### config.mk
export PLATFORM = sky130hd
export DESIGN_NAME = matmul_batch_seq
export DESIGN_NICKNAME = d
export VERILOG_FILES = /design/src/rtl/matmul_batch_seq.sv
export SDC_FILE = /design/constraint.sdc
export NUM_CORES = 2
export LEC_CHECK = 0
export ABC_AREA = 1
export BUFFER_PORTS_ARGS = -buffer_cell sky130_fd_sc_hd__buf_2
export CAP_MARGIN = 30
export CORE_AREA = 2 2 599 601
export CTS_CLUSTER_DIAMETER = 60
export DETAILED_ROUTE_END_ITERATION = 10
export DIE_AREA = 0 0 601 603
export PLACE_DENSITY_LB_ADDON = 0.2
export SLEW_MARGIN = 10
export SYNTH_ARGS = -nofsm -noshare
export SYNTH_HDL_FRONTEND = slang
export SYNTH_SLANG_ARGS = --single-unit
### constraint.sdc
create_clock -name clk_p -period 14.4 [get_ports clk_p]
set_input_delay 0.72 -clock clk_p [delete_from_list [all_inputs] [get_ports clk_p]]
set_output_delay 0.72 -clock clk_p [all_outputs]
set_load 0.02 [all_outputs]
### src/rtl/matmul_batch_seq.sv
// Sequential batched signed matrix multiplier: one MAC per cycle, IDLE -> CALC -> DONE handshake.
// Define MATMUL_BATCH_SAT_EN to saturate results to DATA_WIDTH; otherwise results wrap.
module matmul_batch_seq #(
    parameter int DATA_WIDTH = 8,
    parameter int MATMUL_NUM = 4,
    parameter int SHAPE_M    = 4,
    parameter int SHAPE_K    = 4,
    parameter int SHAPE_N    = 4,
    parameter int ACC_WIDTH  = 2*DATA_WIDTH+$clog2(SHAPE_K)+1,
    parameter int OUT_SHIFT  = 0
) (
    input  logic                                                clk_p,
    input  logic                                                rst_n,
    input  logic                                                in_valid,
    output logic                                                in_ready,
    input  logic signed [DATA_WIDTH*MATMUL_NUM*SHAPE_M*SHAPE_K-1:0] matrix1,
    input  logic signed [DATA_WIDTH*MATMUL_NUM*SHAPE_K*SHAPE_N-1:0] matrix2,
    output logic                                                out_valid,
    input  logic                                                out_ready,
    output logic signed [DATA_WIDTH*MATMUL_NUM*SHAPE_M*SHAPE_N-1:0] mul,
    output logic                                                busy
);

    localparam int A_BITS = DATA_WIDTH*MATMUL_NUM*SHAPE_M*SHAPE_K;
    localparam int B_BITS = DATA_WIDTH*MATMUL_NUM*SHAPE_K*SHAPE_N;
    localparam int C_BITS = DATA_WIDTH*MATMUL_NUM*SHAPE_M*SHAPE_N;
    localparam int P_BITS = 2*DATA_WIDTH;

    localparam int BAT_W = (MATMUL_NUM > 1) ? $clog2(MATMUL_NUM) : 1;
    localparam int ROW_W = (SHAPE_M > 1) ? $clog2(SHAPE_M) : 1;
    localparam int COL_W = (SHAPE_N > 1) ? $clog2(SHAPE_N) : 1;
    localparam int K_W   = (SHAPE_K > 1) ? $clog2(SHAPE_K) : 1;

    localparam logic [BAT_W-1:0] BAT_LAST = BAT_W'(MATMUL_NUM-1);
    localparam logic [ROW_W-1:0] ROW_LAST = ROW_W'(SHAPE_M-1);
    localparam logic [COL_W-1:0] COL_LAST = COL_W'(SHAPE_N-1);
    localparam logic [K_W-1:0]   K_LAST   = K_W'(SHAPE_K-1);

    localparam logic signed [ACC_WIDTH-1:0] SAT_MAX =
        {{(ACC_WIDTH-DATA_WIDTH+1){1'b0}}, {(DATA_WIDTH-1){1'b1}}};
    localparam logic signed [ACC_WIDTH-1:0] SAT_MIN =
        {{(ACC_WIDTH-DATA_WIDTH+1){1'b1}}, {(DATA_WIDTH-1){1'b0}}};

    localparam logic [1:0] ST_IDLE = 2'd0;
    localparam logic [1:0] ST_CALC = 2'd1;
    localparam logic [1:0] ST_DONE = 2'd2;

    function automatic logic [DATA_WIDTH-1:0] reduce_width(input logic signed [ACC_WIDTH-1:0] v);
        logic [DATA_WIDTH-1:0] r;
`ifdef MATMUL_BATCH_SAT_EN
        if (v > SAT_MAX) begin
            r = SAT_MAX[DATA_WIDTH-1:0];
        end else if (v < SAT_MIN) begin
            r = SAT_MIN[DATA_WIDTH-1:0];
        end else begin
            r = v[DATA_WIDTH-1:0];
        end
`else
        r = v[DATA_WIDTH-1:0];
`endif
        return r;
    endfunction

    logic [1:0]                  state_r;
    logic [1:0]                  next_state_s;
    logic                        in_ready_r;
    logic                        out_valid_r;
    logic                        busy_r;
    logic [A_BITS-1:0]           a_r;
    logic [B_BITS-1:0]           b_r;
    logic [C_BITS-1:0]           mul_r;
    logic signed [ACC_WIDTH-1:0] acc_r;
    logic [BAT_W-1:0]            bat_r;
    logic [ROW_W-1:0]            row_r;
    logic [COL_W-1:0]            col_r;
    logic [K_W-1:0]              k_r;

    logic                         accept_s;
    logic                         last_k_s;
    logic                         last_s;
    logic [31:0]                  a_idx_s;
    logic [31:0]                  b_idx_s;
    logic [31:0]                  c_idx_s;
    logic signed [DATA_WIDTH-1:0] a_elem_s;
    logic signed [DATA_WIDTH-1:0] b_elem_s;
    logic signed [P_BITS-1:0]     prod_s;
    logic signed [ACC_WIDTH-1:0]  sum_s;
    logic signed [ACC_WIDTH-1:0]  shifted_s;
    logic [DATA_WIDTH-1:0]        res_s;

    // Handshake and loop-position decode
    always_comb begin
        accept_s = in_valid && in_ready_r && (state_r == ST_IDLE);
        last_k_s = (k_r == K_LAST);
        last_s   = last_k_s && (col_r == COL_LAST) && (row_r == ROW_LAST) && (bat_r == BAT_LAST);
    end

    // Next-state logic
    always_comb begin
        next_state_s = state_r;
        case (state_r)
            ST_IDLE: begin
                if (accept_s) next_state_s = ST_CALC;
                else          next_state_s = ST_IDLE;
            end
            ST_CALC: begin
                if (last_s) next_state_s = ST_DONE;
                else        next_state_s = ST_CALC;
            end
            ST_DONE: begin
                if (out_ready) next_state_s = ST_IDLE;
                else           next_state_s = ST_DONE;
            end
            default: next_state_s = ST_IDLE;
        endcase
    end

    // MAC datapath: operand select, multiply, accumulate, shift and reduce
    always_comb begin
        a_idx_s   = ((32'(bat_r)*SHAPE_M + 32'(row_r))*SHAPE_K + 32'(k_r))*DATA_WIDTH;
        b_idx_s   = ((32'(bat_r)*SHAPE_K + 32'(k_r))*SHAPE_N + 32'(col_r))*DATA_WIDTH;
        c_idx_s   = ((32'(bat_r)*SHAPE_M + 32'(row_r))*SHAPE_N + 32'(col_r))*DATA_WIDTH;
        a_elem_s  = a_r[a_idx_s +: DATA_WIDTH];
        b_elem_s  = b_r[b_idx_s +: DATA_WIDTH];
        prod_s    = P_BITS'(a_elem_s) * P_BITS'(b_elem_s);
        sum_s     = acc_r + ACC_WIDTH'(prod_s);
        shifted_s = sum_s >>> OUT_SHIFT;
        res_s     = reduce_width(shifted_s);
    end

    // State register; status flags are registered from the next state
    always_ff @(posedge clk_p) begin
        if (!rst_n) begin
            state_r     <= ST_IDLE;
            in_ready_r  <= 1'b0;
            busy_r      <= 1'b0;
            out_valid_r <= 1'b0;
        end else begin
            state_r     <= next_state_s;
            in_ready_r  <= (next_state_s == ST_IDLE);
            busy_r      <= (next_state_s == ST_CALC);
            out_valid_r <= (next_state_s == ST_DONE);
        end
    end

    // Loop counters, k fastest then column, row, batch
    always_ff @(posedge clk_p) begin
        if (!rst_n) begin
            k_r   <= '0;
            col_r <= '0;
            row_r <= '0;
            bat_r <= '0;
        end else if (accept_s) begin
            k_r   <= '0;
            col_r <= '0;
            row_r <= '0;
            bat_r <= '0;
        end else if (state_r == ST_CALC) begin
            if (!last_k_s) begin
                k_r <= k_r + K_W'(1);
            end else begin
                k_r <= '0;
                if (col_r != COL_LAST) begin
                    col_r <= col_r + COL_W'(1);
                end else begin
                    col_r <= '0;
                    if (row_r != ROW_LAST) begin
                        row_r <= row_r + ROW_W'(1);
                    end else begin
                        row_r <= '0;
                        if (bat_r != BAT_LAST) bat_r <= bat_r + BAT_W'(1);
                        else                   bat_r <= '0;
                    end
                end
            end
        end else begin
            k_r   <= k_r;
            col_r <= col_r;
            row_r <= row_r;
            bat_r <= bat_r;
        end
    end

    // Operand capture, accumulator and result storage
    always_ff @(posedge clk_p) begin
        if (!rst_n) begin
            a_r   <= '0;
            b_r   <= '0;
            acc_r <= '0;
            mul_r <= '0;
        end else if (accept_s) begin
            a_r   <= matrix1;
            b_r   <= matrix2;
            acc_r <= '0;
        end else if (state_r == ST_CALC) begin
            if (last_k_s) begin
                mul_r[c_idx_s +: DATA_WIDTH] <= res_s;
                acc_r <= '0;
            end else begin
                acc_r <= sum_s;
            end
        end else begin
            acc_r <= acc_r;
        end
    end

    assign in_ready  = in_ready_r;
    assign out_valid = out_valid_r;
    assign busy      = busy_r;
    assign mul       = mul_r;

endmodule

==> results.md <==
* Worst hold path endpoint: b_r[480]
* P_int at 8.15 mW
* Worst skew pair latency at 0.92 ns
* Synth Area in XOR/XNOR at 0.134%
* WS Path Type: flop to flop
* Hold Fails Final Rpt at 0
* CP max stage delay at 0.76 ns
* Avg WL per Cell at 24.7 microns
* Chip Height at 603 microns
* Clock slew at reported path FFs at 0.06 ns
* Crit start category: flop
* Skew final at 0.0869 ns
* Hold Path Stages at 3
* Mux contribution to synthesized area at 0%
* Crit path capture type: flop
* Most common cell after layout, fill and taps aside: nor2_1
* Clock share of power at 48.4%
* Drt first pass iters at 9
* Port Buffer Count at 1542
* Drt drc at 0
* Net Sw Power at 3.18 mW
* CP Max Fanout at 69
* Number of flops mapped to enable cells by yosys at 0
* Fmax at 112 MHz
* Worst slew pin tran at 1.12 ns
* Syn-to-layout area delta at 30.5%
* CP arrival at 9.76 ns
* Core Util, Final at 24.4%
* TritonCTS clock tree: yes
* Final setup viols at 0
* Final Instance Count excl. Fillers at 15800
* Vias in the first global route at 66500
* Required time worst endpoint at 15.22 ns
* GR Overflow Total at 0
* Yosys reg bits at 1557
* Max cap viols at 0
* Initial Utilization at 18.7%
* Slew HR at 25.4%
* Hold WS at 0.0789 ns
* Worst Hold Class: primary input to flop
* Seq pwr share at 41.2%
* CTS buffer count at 213
* Antenna-violating nets left at 0
* Initial antenna violation count at 157
* Worst-case reg-to-reg path depth at 36
* Htree depth at 4
* Synth Area in Compound Gates at 16.4%
* First-pass GRT wire length at 534000 microns
* Layout cells sized above 1 at 19.1%
* Min cycle time layout at 8.94 ns
* Final nets at 11800
* Worst Setup SP: k_r[0]
* Reg2reg setup slack at 5.46 ns
* DRT iter0 DRCs at 6156
* RSZ-0062 raised after global routing: false
* Vias/cell at 4.43
* Sink Count at 1557
* Post-synthesis simple-gate area fraction at 28.5%
* Peak VDD IR at 0.0000955 V
* Longest Clk Path Bufs at 4
* Setup TNS at 0 ns
* Ys Warns at 0
* Placed insts at 15200
* CP top delay family: simple AND/OR/NAND/NOR gates
* IO Count at 1543
* Buffer count from post-CTS setup fixing at 0
* Commonest non-fill, non-tap cells in the layout: 2519 x nor2_1, 1549 x dfxtp_1, 1542 x buf_2
* Syn_area_per_cell at 6.98 sq um
* Max-slew violation count at 0
* RePlAce Congestion at 0.921
* Post-Synth Adder-Cell Area at 1.07%
* Slowest cell on crit path: buf_4
* Crit path top cell by count: nand2_1
* Seq/Total Area, Yosys at 47.0%
* DP HPWL at 295000 microns
* Largest family of logic cells by synthesized area: simple AND/OR/NAND/NOR gates
* CTS Hold Bufs at 99
* Post-Syn Area at 66300 sq um
* Status: completed
* Area of the die at 362000 sq um
* Switching share of power at 28.1%
* Core box area at 355000 sq um
* Synth Net Count at 10600
* Cells after Synth at 9498
* Post-synth top flop: dfxtp_1
* Total Wirelength at 391000 microns
* Routed vias at 70100
* # resized after CTS at 0
* FFs w/ async S/R, synth at 0%
* Worst R2R Start: k_r[0]
* Final period util at 62.1%
* Crit Reg-Reg Endpoint: mul[183]
* Unique masters post-synth at 42
* Total global-route track usage at 20.5%
* Die W at 601 microns
* Pleak at 35.6 nW
* Logic pwr share at 10.3%
* Worst Hold Launch: matrix2[480]
* Largest net degree at the start of global routing at 210
* Pwr dens at 131 nW/um^2
* Num rows at 219
* Cell chosen for the clock root: clkbuf_16
* CP bufs+invs at 8
==> power groups by stage <==
stage	logic [mW]	registers [mW]	clock network (mW)
finish	1.17	4.67	5.49
CTS	1.19	4.67	5.62
detailed placement	1.16	4.77	0
global route	1.31	4.70	5.77
global placement	1.16	4.77	0
floorplan	0.662	4.72	0
==> cells by family after synthesis <==
logic type               Yosys count
AO/OA/AOI/OAI                   2083
buffers and inverters           1083
flip-flops                      1557
AND/OR/NAND/NOR                 4721
adder cells (fa/ha/maj)           46
XOR/XNOR                           8
==> sequential cells by signal, indices dropped and copies added, names as in the netlist <==
register	count
mul	512
acc_r	8
bat_r	2
col_r	2
busy	1
k_r	2
a_r	512
row_r	2
b_r	512
out_valid	1
state_r	2
in_ready	1
==> worst max path at each step <==
stage / endpoint / cells past startpoint / slack [ns]
4_1_cts: mul[246] / 31 / 5.28
5_1_grt: mul[326] / 30 / 4.96
6_report: mul[183] / 36 / 5.46
3_5_place_dp: mul[246] / 31 / 5.24
3_3_place_gp: mul[246] / 31 / 5.34
2_1_floorplan: mul[127] / 36 / 8.99
==> through the flow <==
step	instance area [sq um]	setup slack, ns	total power [mW]
2_1_floorplan	66300	8.99	5.38
3_3_place_gp	77800	5.34	5.92
3_5_place_dp	78000	5.24	5.93
4_1_cts	86100	5.28	11.5
5_1_grt	86500	4.96	11.8
6_report	86600	5.46	11.3
==> worst register-to-register path, delay by kind of cell (launching register included) <==
kind	cells	cell delay [ns]
AO/OA/AOI/OAI	2	0.37
adder cells (fa/ha/maj)	6	2.62
buffers and inverters	8	2.57
flip-flops	1	0.51
AND/OR/NAND/NOR	20	2.88
==> cells in the mapped netlist (2+ instances only) <==
cell type,count,share of area (%)
o22ai_1,15,0.14
o21ai_0,1415,11
xnor2_1,4,0.053
dfxtp_1,1557,47
clkinv_1,9,0.051
inv_2,10,0.057
buf_4,42,0.48
xor2_1,3,0.040
a21oi_1,479,3.6
buf_2,173,1.3
fa_1,18,0.54
nand4_1,2,0.019
nand3_2,3,0.045
ha_1,28,0.53
nand2_1,1327,7.5
nor2_4,3,0.051
nand3b_1,2,0.023
o211a_1,3,0.045
a211oi_1,63,0.71
nor2_2,16,0.15
nand3_1,825,6.2
a31oi_1,2,0.019
buf_6,17,0.29
inv_1,353,2.0
clkbuf_1,444,2.5
nor3_1,6,0.045
o21ai_1,11,0.083
nand2_2,10,0.094
nor2_1,2521,14
o211ai_1,3,0.034
o21a_1,90,1.0
nand3_4,2,0.053
inv_4,3,0.028
buf_1,31,0.18
==> per-layer routing <==
layer | part of all wire (%) | vias up | GRT usage [%]
li1 | - | 33600 | -
met1 | 42 | 33600 | 26.0
met2 | 48 | 2281 | 34.8
met3 | 5.3 | 624 | 3.01
met4 | 4.4 | 14 | 8.50
met5 | 0.024 | - | 0
==> area by class of cell <==
class,instances,area [sq um]
diodes,120,300
clock buffers,276,5920
clock inverters,111,1250
fillers,40700,269000
inverters,375,1470
multi-input cells,6858,30600
flip-flops and latches,1557,31200
well taps,4751,5940
repair buffers,1763,9890
Power figures use the tool's default switching activity.
